File: config.mk
export PLATFORM = sky130hd
export DESIGN_NAME = systolic_ctrl
export DESIGN_NICKNAME = d
export VERILOG_FILES = /design/src/rtl/sa_pkg.sv /design/src/rtl/valid_delay.sv /design/src/rtl/systolic_ctrl.sv
export SDC_FILE = /design/constraint.sdc
export NUM_CORES = 1
export LEC_CHECK = 0
export ABC_CLOCK_PERIOD_IN_PS = 2600
export CAP_MARGIN = 25
export CELL_PAD_IN_SITES_DETAIL_PLACEMENT = 0
export CELL_PAD_IN_SITES_GLOBAL_PLACEMENT = 2
export CORE_MARGIN = 3
export CORE_UTILIZATION = 30
export CTS_CLUSTER_SIZE = 10
export DETAILED_ROUTE_END_ITERATION = 7
export GPL_TIMING_DRIVEN = 0
export PLACE_DENSITY_LB_ADDON = 0.1
export SETUP_SLACK_MARGIN = 0.3
export SLEW_MARGIN = 10
export SYNTH_ARGS = -nofsm -noshare
export SYNTH_HDL_FRONTEND = slang
export SYNTH_SLANG_ARGS = --single-unit
File: constraint.sdc
create_clock -name clk -period 2.6 [get_ports clk]
set_input_delay 0.78 -clock clk [delete_from_list [all_inputs] [get_ports clk]]
set_output_delay 0.78 -clock clk [all_outputs]
set_load 0.005 [all_outputs]
File: src/rtl/sa_pkg.sv
// Shared definitions for the systolic array controller, array and SRAM wrappers.
package sa_pkg;
  typedef enum logic [2:0] {IDLE, LOAD_W, STREAM, DRAIN, DONE} sa_state_e;

  localparam int SA_N        = 4;
  localparam int SA_VW       = 8;
  localparam int SA_PIPE_LAT = 8;
endpackage

File: src/rtl/valid_delay.sv
// Fixed-depth 1-bit valid delay line with an "no more valids to come" flag.
module valid_delay
  import sa_pkg::*;
#(
  parameter int DEPTH = SA_PIPE_LAT
) (
  input  logic clk,
  input  logic rst,
  input  logic vld,
  output logic vld_dly,
  output logic empty
);

  logic [DEPTH-1:0] sr_p1;
  logic [DEPTH:0]   line;

  assign line = {sr_p1, vld};

  always_ff @(posedge clk) begin
    if (rst) sr_p1 <= '0;
    else     sr_p1 <= line[DEPTH-1:0];
  end

  assign vld_dly = sr_p1[DEPTH-1];
  // Ignores the bit leaving this cycle, so DRAIN can exit on the last out_valid.
  assign empty   = ~|line[DEPTH-1:0];

endmodule

File: src/rtl/systolic_ctrl.sv
// Sequences weight load, activation streaming and result write-back for one pass.
module systolic_ctrl
  import sa_pkg::*;
#(
  parameter int N        = SA_N,
  parameter int VW       = SA_VW,
  parameter int PIPE_LAT = SA_PIPE_LAT,
  parameter int WAW      = $clog2(N)
) (
  input  logic           clk,
  input  logic           rst,
  input  logic           start,
  input  logic [VW-1:0]  num_vec,
  output logic           busy,
  output logic           done,
  output logic           w_rd_en,
  output logic [WAW-1:0] w_rd_addr,
  output logic [N-1:0]   load_weight,
  output logic           a_rd_en,
  output logic [VW-1:0]  a_rd_addr,
  output logic           a_valid,
  output logic           out_valid,
  output logic [VW-1:0]  out_addr
);

  localparam logic [WAW:0] W_LAST = (WAW+1)'(N);

  sa_state_e     state, next;
  logic [WAW:0]  w_cnt;
  logic [VW-1:0] v_cnt;
  logic [VW-1:0] nv_q;
  logic          drain_empty;

  always_ff @(posedge clk) begin
    if (rst) state <= IDLE;
    else     state <= next;
  end

  always_comb begin
    next    = state;
    busy    = (state != IDLE);
    done    = (state == DONE);
    w_rd_en = (state == LOAD_W) && (w_cnt != W_LAST);
    a_rd_en = (state == STREAM);
    unique case (state)
      IDLE:    if (start) next = LOAD_W;
      // The extra LOAD_W cycle lets load_weight[N-1] land before streaming.
      LOAD_W:  if (w_cnt == W_LAST) next = (nv_q != '0) ? STREAM : DONE;
      STREAM:  if (v_cnt == nv_q - 1'b1) next = DRAIN;
      DRAIN:   if (drain_empty) next = DONE;
      DONE:    next = IDLE;
      default: next = IDLE;
    endcase
  end

  assign w_rd_addr = w_cnt[WAW-1:0];
  assign a_rd_addr = v_cnt;

  always_ff @(posedge clk) begin
    if (rst) begin
      w_cnt       <= '0;
      v_cnt       <= '0;
      nv_q        <= '0;
      out_addr    <= '0;
      load_weight <= '0;
      a_valid     <= 1'b0;
    end else begin
      if (state == IDLE && start) begin
        nv_q     <= num_vec;
        w_cnt    <= '0;
        v_cnt    <= '0;
        out_addr <= '0;
      end
      if (w_rd_en)   w_cnt    <= w_cnt + 1'b1;
      if (a_rd_en)   v_cnt    <= v_cnt + 1'b1;
      if (out_valid) out_addr <= out_addr + 1'b1;
      // SRAM read latency of one cycle: strobes trail the read enables.
      load_weight <= w_rd_en ? (N'(1) << w_rd_addr) : '0;
      a_valid     <= a_rd_en;
    end
  end

  valid_delay #(.DEPTH(PIPE_LAT)) u_dly (
    .clk     (clk),
    .rst     (rst),
    .vld     (a_valid),
    .vld_dly (out_valid),
    .empty   (drain_empty)
  );

endmodule
==> impl_metrics.csv, run 1 <==
group,metric,value,unit
place,dp.cells,360,
synth,synthTopCellsByCount,"dfxtp_1 (43), nand2_1 (29), a21oi_1 (24)",
timing,tightest_slew,0.798,ns
pwr,cellPowerDensity,576,mW/mm^2
place,pre_cts_ws,-0.237,ns
timing,setup_violations,0,
pwr,p_leak,1.01,nW
die,core,0.00646,sq mm
detailed_routing,post-route-drc-count,0,
die,dieArea,0.00784,sq mm
worst_setup_path,r2r_cells,6,
layout,drive_gt1_share,13.2,%
global_route,grt_pass1_wl,8.65,mm
die,io_pins,39,
timing,clock_skew,0.00899,ns
timing,drv_slew,0,
synth,synth_area_leaders,"dfxtp_1 (42%), a21oi_1 (5.9%), nand2_1 (5.3%)",
detailed_routing,wl_per_cell,14.3,microns
worst_setup_path,crit_slowest_cell,"or3b_4",
pwr,intPower,1.06,mW
pwr,ir_drop,0.217,mV
global_route,use_met1,20.6,%
synth,ys_types,40,
worst_setup_path,path_cells,"buf_6, or3b_4, clkbuf_8, inv_4, clkbuf_2",
layout,stdcell_area,0.00269,sq mm
clocking,numCtsBuffers,5,
synth,synth_top_area_share,42.1,%
layout,fillCellCount,672,
hold_path,hold_path.class,"register to register",
pwr,p_sw_share,31.9,%
clocking,clock_latency,0.30,ns
die,die_h,88.6,microns
synth,yosysWarnings,0,
synth,synth-main-ff-cell,"dfxtp_1",
clocking,cts_root_buf,"clkbuf_8",
timing,setup_ws,0.372,ns
timing,min_period,2.23,ns
place,place.gp.congestion,0.731,
hold_path,min_to,"u_dly.sr_p1[2]",
timing,grt_setup_unrepaired,"no",
synth,avgSynthCellArea,8.31,sq um
clocking,cts_sinks,43,
clocking,clk_pin_slew,0.09,ns
synth,synth_edf_count,0,
timing,max_freq,0.449,GHz
worst_setup_path,critical_path.max_fanout,7,
status,status,"finished clean",
clocking,cts_tree,"built",
die,fp-row-count,29,
hold_path,holdCritStartpoint,"u_dly.sr_p1[1]",
detailed_routing,routed_wl,5.32,mm
global_route,first_global_vias,1700,
synth,synth-seq-cells,43,
layout,final_util,41.7,%
run,drv_cap,0,
timing,max_slew_margin,46.3,%
worst_setup_path,crit_type,"register to output port",
pwr,pwr-share-comb,24.7,%
hold_path,min_path_cells,1,
layout,finalNonFillerCells,372,
global_route,grtUsageMet2,21.6,%
global_route,grt_usage,14.5,%
layout,layout.nets,311,
timing,whs,0.469,ns
clocking,cts_buffer_depth,2,
global_route,grt_overflow,0,
synth,yosysTopAreaCell,"dfxtp_1",
place,post_dp_cell_area,0.00251,sq mm
timing,hold_viol,0,
worst_setup_path,arrival,1.45,ns
timing,finalCritPeriodShare,85.7,%
synth,synth-seq-area-share,42.1,%
synth,synth_nets,263,
synth,synth_area,0.00204,sq mm
global_route,grt_max_degree,16,
worst_setup_path,cp-end-kind,"output port",
pwr,p_seq_share,46.4,%
timing,tns,0,ns
worst_setup_path,r2r_end,"state[0]",
die,die-width,88.6,microns
synth,yosysMostFrequentCell,"dfxtp_1",
detailed_routing,antenna_left,0,
worst_setup_path,cp-start-kind,"register",
global_route,grtUsageMet3,4.00,%
global_route,busiest_layer,"met2",
worst_setup_path,worstReg2RegStart,"nv_q[2]",
pwr,p_total,1.55,mW
pwr,power.net_switching,0.494,mW
place,portBuffers,37,
layout,antenna_cells,0,
detailed_routing,drtIter0Drc,49,
worst_setup_path,slowest_delay,0.37,ns
detailed_routing,route.vias.total,1818,
detailed_routing,dr.pass1.iters,4,
detailed_routing,detail_route.vias_per_cell,4.89,
worst_setup_path,r2r_setup_slack,0.54,ns
die,initial_core_util,31.7,%
worst_setup_path,required,1.82,ns
place,dp_hpwl,3.72,mm
layout,syn_to_final_growth,31.6,%
global_route,antenna_found_initial,0,
clocking,holdBufCountCts,0,
pwr,clockPowerShare,29.0,%
synth,async_reset_ff_share,0,%
clocking,htreeDepth,2,
synth,syn_inst,246,
area by class of cell:
| cell class | instances | area, sq um | area share [%] |
|---|---|---|---|
| Clock buffer | 5 | 68.8 | 2.56 |
| Clock inverter | 3 | 25.0 | 0.930 |
| Buffer | 17 | 101 | 3.77 |
| Multi-Input combinational cell | 177 | 1090 | 40.6 |
| Sequential cell | 43 | 870 | 32.3 |
| Inverter | 9 | 38.8 | 1.44 |
| Timing Repair Buffer | 41 | 399 | 14.8 |
| Tap cell | 77 | 96.3 | 3.58 |
worst max-delay path, delay by kind of cell (launching register included):
kind / cells / cell delay [ns]
buf+inv: 4 / 0.44
simple gates: 1 / 0.37
flops: 1 / 0.33
layout by cell type (no fill, tap or decap), types with 5 or more instances in the layout:
master,instances
dfxtp_1,40
clkdlybuf4s50_1,33
nand2_1,29
a21oi_1,24
nor2_1,21
nor2b_1,14
clkbuf_1,10
nand3_1,10
nor4_1,8
o21ai_0,7
inv_1,6
clkbuf_8,6
nor3_1,5
xor2_1,5
xnor2_1,5
a211oi_1,5
ha_1,5
buf_4,5
timing repair:
action | 4_1_cts | 5_1_grt
pin swaps | 1 | 0
gates resized for setup | 18 | 16
buffers inserted | 4 | 0
setup endpoints to repair | 8 | 15
sequential cells by signal, indices dropped and copies added (netlist names):
name,flops
a_rd_addr,8
a_valid,1
load_weight,4
nv_q,8
out_addr,8
state,3
u_dly.sr_p1,8
w_cnt,3
metal layers:
layer,part of all wire [%],routed length (microns)
met5,0,0
met1,53,2800
met4,0.58,31
met2,44,2320
met3,3.2,170
power groups by stage:
stage                     sequential (mW)  combinational [mW]  clock [mW]
after floorplan                     0.727               0.233           0
after global placement              0.735               0.352           0
after detailed placement            0.735               0.351           0
after CTS                           0.717               0.383       0.461
after global routing                0.724               0.429       0.490
final                               0.719               0.382       0.449
how the worst max path moves through the flow:
stage,from,end,slack [ns]
floorplan,w_cnt[0],w_rd_en,0.66
global placement,start,out_addr[5],-0.23
detailed placement,start,out_addr[5],-0.24
CTS,state[1],done,0.20
global route,start,out_addr[5],0.30
finish,state[1],a_rd_en,0.37
cells by family (layout without fill, tap and decap cells):
kind of cell	after synthesis	after routing	synth area share (%)
simple gates	102	102	24.7
xor+xnor	10	10	4.28
buf+inv	26	75	5.57
flops	43	43	42.1
mux	6	6	3.12
fa+ha+maj	6	6	3.67
compound gates	53	53	16.5
(Power assumes the default switching activity.)
==> inputs of run 2 (changes only) <==
CORE_ASPECT_RATIO = 1.75   (was not set)
==> run 2 against run 1 <==
  * Sequential share of layout area fell by 0.57 points
  * Final cell count rose by 1.9%
  * Power rose by 9.7%
  * Via count rose by 2.4%
  * Sequential power barely moved
  * Flip-flop and latch count did not move
  * Maximum frequency fell by 2.8%
  * Global-route usage rose by 1.9 points
  * Routed wire length rose by 8.1%
  * Critical path depth did not move
  * Die area rose by 0.50%
  * Highest routed layer unchanged
==> impl_metrics.csv, run 2 (synthesis results as in run 1) <==
group,metric,value,unit
hold_path,min_to,"u_dly.sr_p1[2]",
die,dieArea,0.00788,sq mm
clocking,cts_buffer_depth,2,
timing,grt_setup_unrepaired,"yes",
place,place.gp.congestion,0.736,
detailed_routing,detail_route.vias_per_cell,4.91,
worst_setup_path,r2r_end,"state[0]",
run,drv_cap,0,
place,post_dp_cell_area,0.00252,sq mm
clocking,cts_sinks,43,
detailed_routing,post-route-drc-count,0,
global_route,first_global_vias,1880,
layout,final_cell_mix,"dfxtp_1 (39), clkdlybuf4s50_1 (34), nand2_1 (29), a21oi_1 (24), nor2_1 (20)",
layout,stdcell_area,0.00274,sq mm
timing,setup_violations,0,
timing,hold_viol,0,
pwr,p_leak,1.02,nW
hold_path,min_path_cells,1,
global_route,grt_usage,16.4,%
place,dp_hpwl,4.26,mm
die,die_h,115,microns
timing,min_period,2.29,ns
die,die-width,68.4,microns
global_route,antenna_found_initial,0,
clocking,clock_latency,0.28,ns
place,pre_cts_ws,-0.0977,ns
die,fp-row-count,39,
clocking,cts_root_buf,"clkbuf_16",
place,dp.cells,365,
pwr,ir_drop,0.325,mV
die,core,0.00659,sq mm
detailed_routing,dr.pass1.iters,4,
worst_setup_path,r2r_setup_slack,0.54,ns
layout,final_common_cell,"dfxtp_1",
global_route,grt_max_degree,13,
hold_path,holdCritStartpoint,"u_dly.sr_p1[1]",
timing,max_freq,0.436,GHz
worst_setup_path,cp-start-kind,"register",
timing,drv_slew,0,
timing,tns,0,ns
layout,syn_to_final_growth,34.1,%
clocking,clk_pin_slew,0.06,ns
clocking,cts_tree,"built",
global_route,grt_pass1_wl,9.52,mm
detailed_routing,routed_wl,5.75,mm
detailed_routing,drtIter0Drc,59,
worst_setup_path,worstReg2RegStart,"nv_q[2]",
timing,tightest_slew,0.762,ns
timing,setup_ws,0.308,ns
timing,clock_skew,0.00281,ns
die,initial_core_util,31.0,%
layout,finalNonFillerCells,379,
detailed_routing,wl_per_cell,15.2,microns
layout,antenna_cells,0,
pwr,cellPowerDensity,620,mW/mm^2
worst_setup_path,critical_path.max_fanout,4,
global_route,grt_overflow,0,
detailed_routing,antenna_left,0,
hold_path,hold_path.class,"register to register",
clocking,numCtsBuffers,5,
detailed_routing,route.vias.total,1861,
die,io_pins,39,
pwr,p_total,1.70,mW
worst_setup_path,arrival,1.51,ns
worst_setup_path,r2r_cells,6,
worst_setup_path,crit_type,"register to output port",
layout,drive_gt1_share,11.8,%
clocking,htreeDepth,2,
place,portBuffers,37,
worst_setup_path,required,1.82,ns
layout,layout.nets,313,
worst_setup_path,cp-end-kind,"output port",
status,status,"finished clean",
timing,max_slew_margin,48.8,%
timing,finalCritPeriodShare,88.1,%
[run 2: cell count changes in the layout (fill, tap and decap cells not counted), moves of 2 or more]
| cell | delta |
|---|---|
| clkbuf_8 | -5 |
| buf_4 | +3 |
| clkbuf_16 | +5 |
| clkinv_4 | -2 |
| clkbuf_1 | +3 |
[run 2: worst max-delay path, cell delays in order (launching register included)]
cell           delay [ns]
dfxtp_4              0.34
inv_1                0.06
ha_2                 0.20
a211o_4              0.34
inv_4                0.07
dlygate4sd2_1        0.22
[run 2: power by group]
part           internal (mW)  total (mW)  switching [mW]
registers              0.690       0.720          0.0302
clock network          0.355       0.598           0.243
logic                  0.177       0.383           0.206
[run 2: routing by layer]
metal / GRT usage (%) / vias up / share of wire, %
li1: - / 952 / -
met1: 16.7 / 871 / 37
met4: 6.11 / 0 / 1.6
met2: 31.0 / 33 / 59
met5: 0 / - / 0
met3: 3.42 / 5 / 2.6
[run 2: final cells by class]
cell class,count,area [sq um]
buffer,17,97.6
clock buffer,7,133
clock inverter,1,5.00
fill,713,3840
inverter,9,38.8
multi-input combinational,177,1080
sequential,43,871
tap,82,103
timing repair buffer,43,412
[run 2: what timing repair did]
| item | 4_1_cts | 5_1_grt |
|---|---|---|
| hold buffers | 0 | 0 |
| pin swaps | 2 | 0 |
| gates resized for setup | 19 | 5 |
| setup buffers | 6 | 0 |
| endpoints found under the setup margin | 7 | 8 |
[run 2: per-stage QoR]
| stage | hold WS (ns) | utilization (%) |
|---|---|---|
| after CTS | 0.469 | 41.6 |
| after detailed placement | 0.457 | 38.2 |
| after floorplan | 0.438 | - |
| after global placement | 0.452 | 38.2 |
| final | 0.464 | 41.6 |
| after global routing | 0.478 | 41.6 |
[run 2: worst max-delay path by stage]
| stage | from | end | slack [ns] | cells past startpoint |
|---|---|---|---|---|
| final | w_cnt[1] | w_rd_en | 0.31 | 5 |
| after global routing | w_cnt[1] | w_rd_en | 0.26 | 5 |
| after CTS | state[1] | done | 0.28 | 4 |
| after detailed placement | start | out_addr[5] | -0.1 | 7 |
| after global placement | start | out_addr[5] | -0.12 | 7 |
| after floorplan | w_cnt[0] | w_rd_en | 0.66 | 4 |
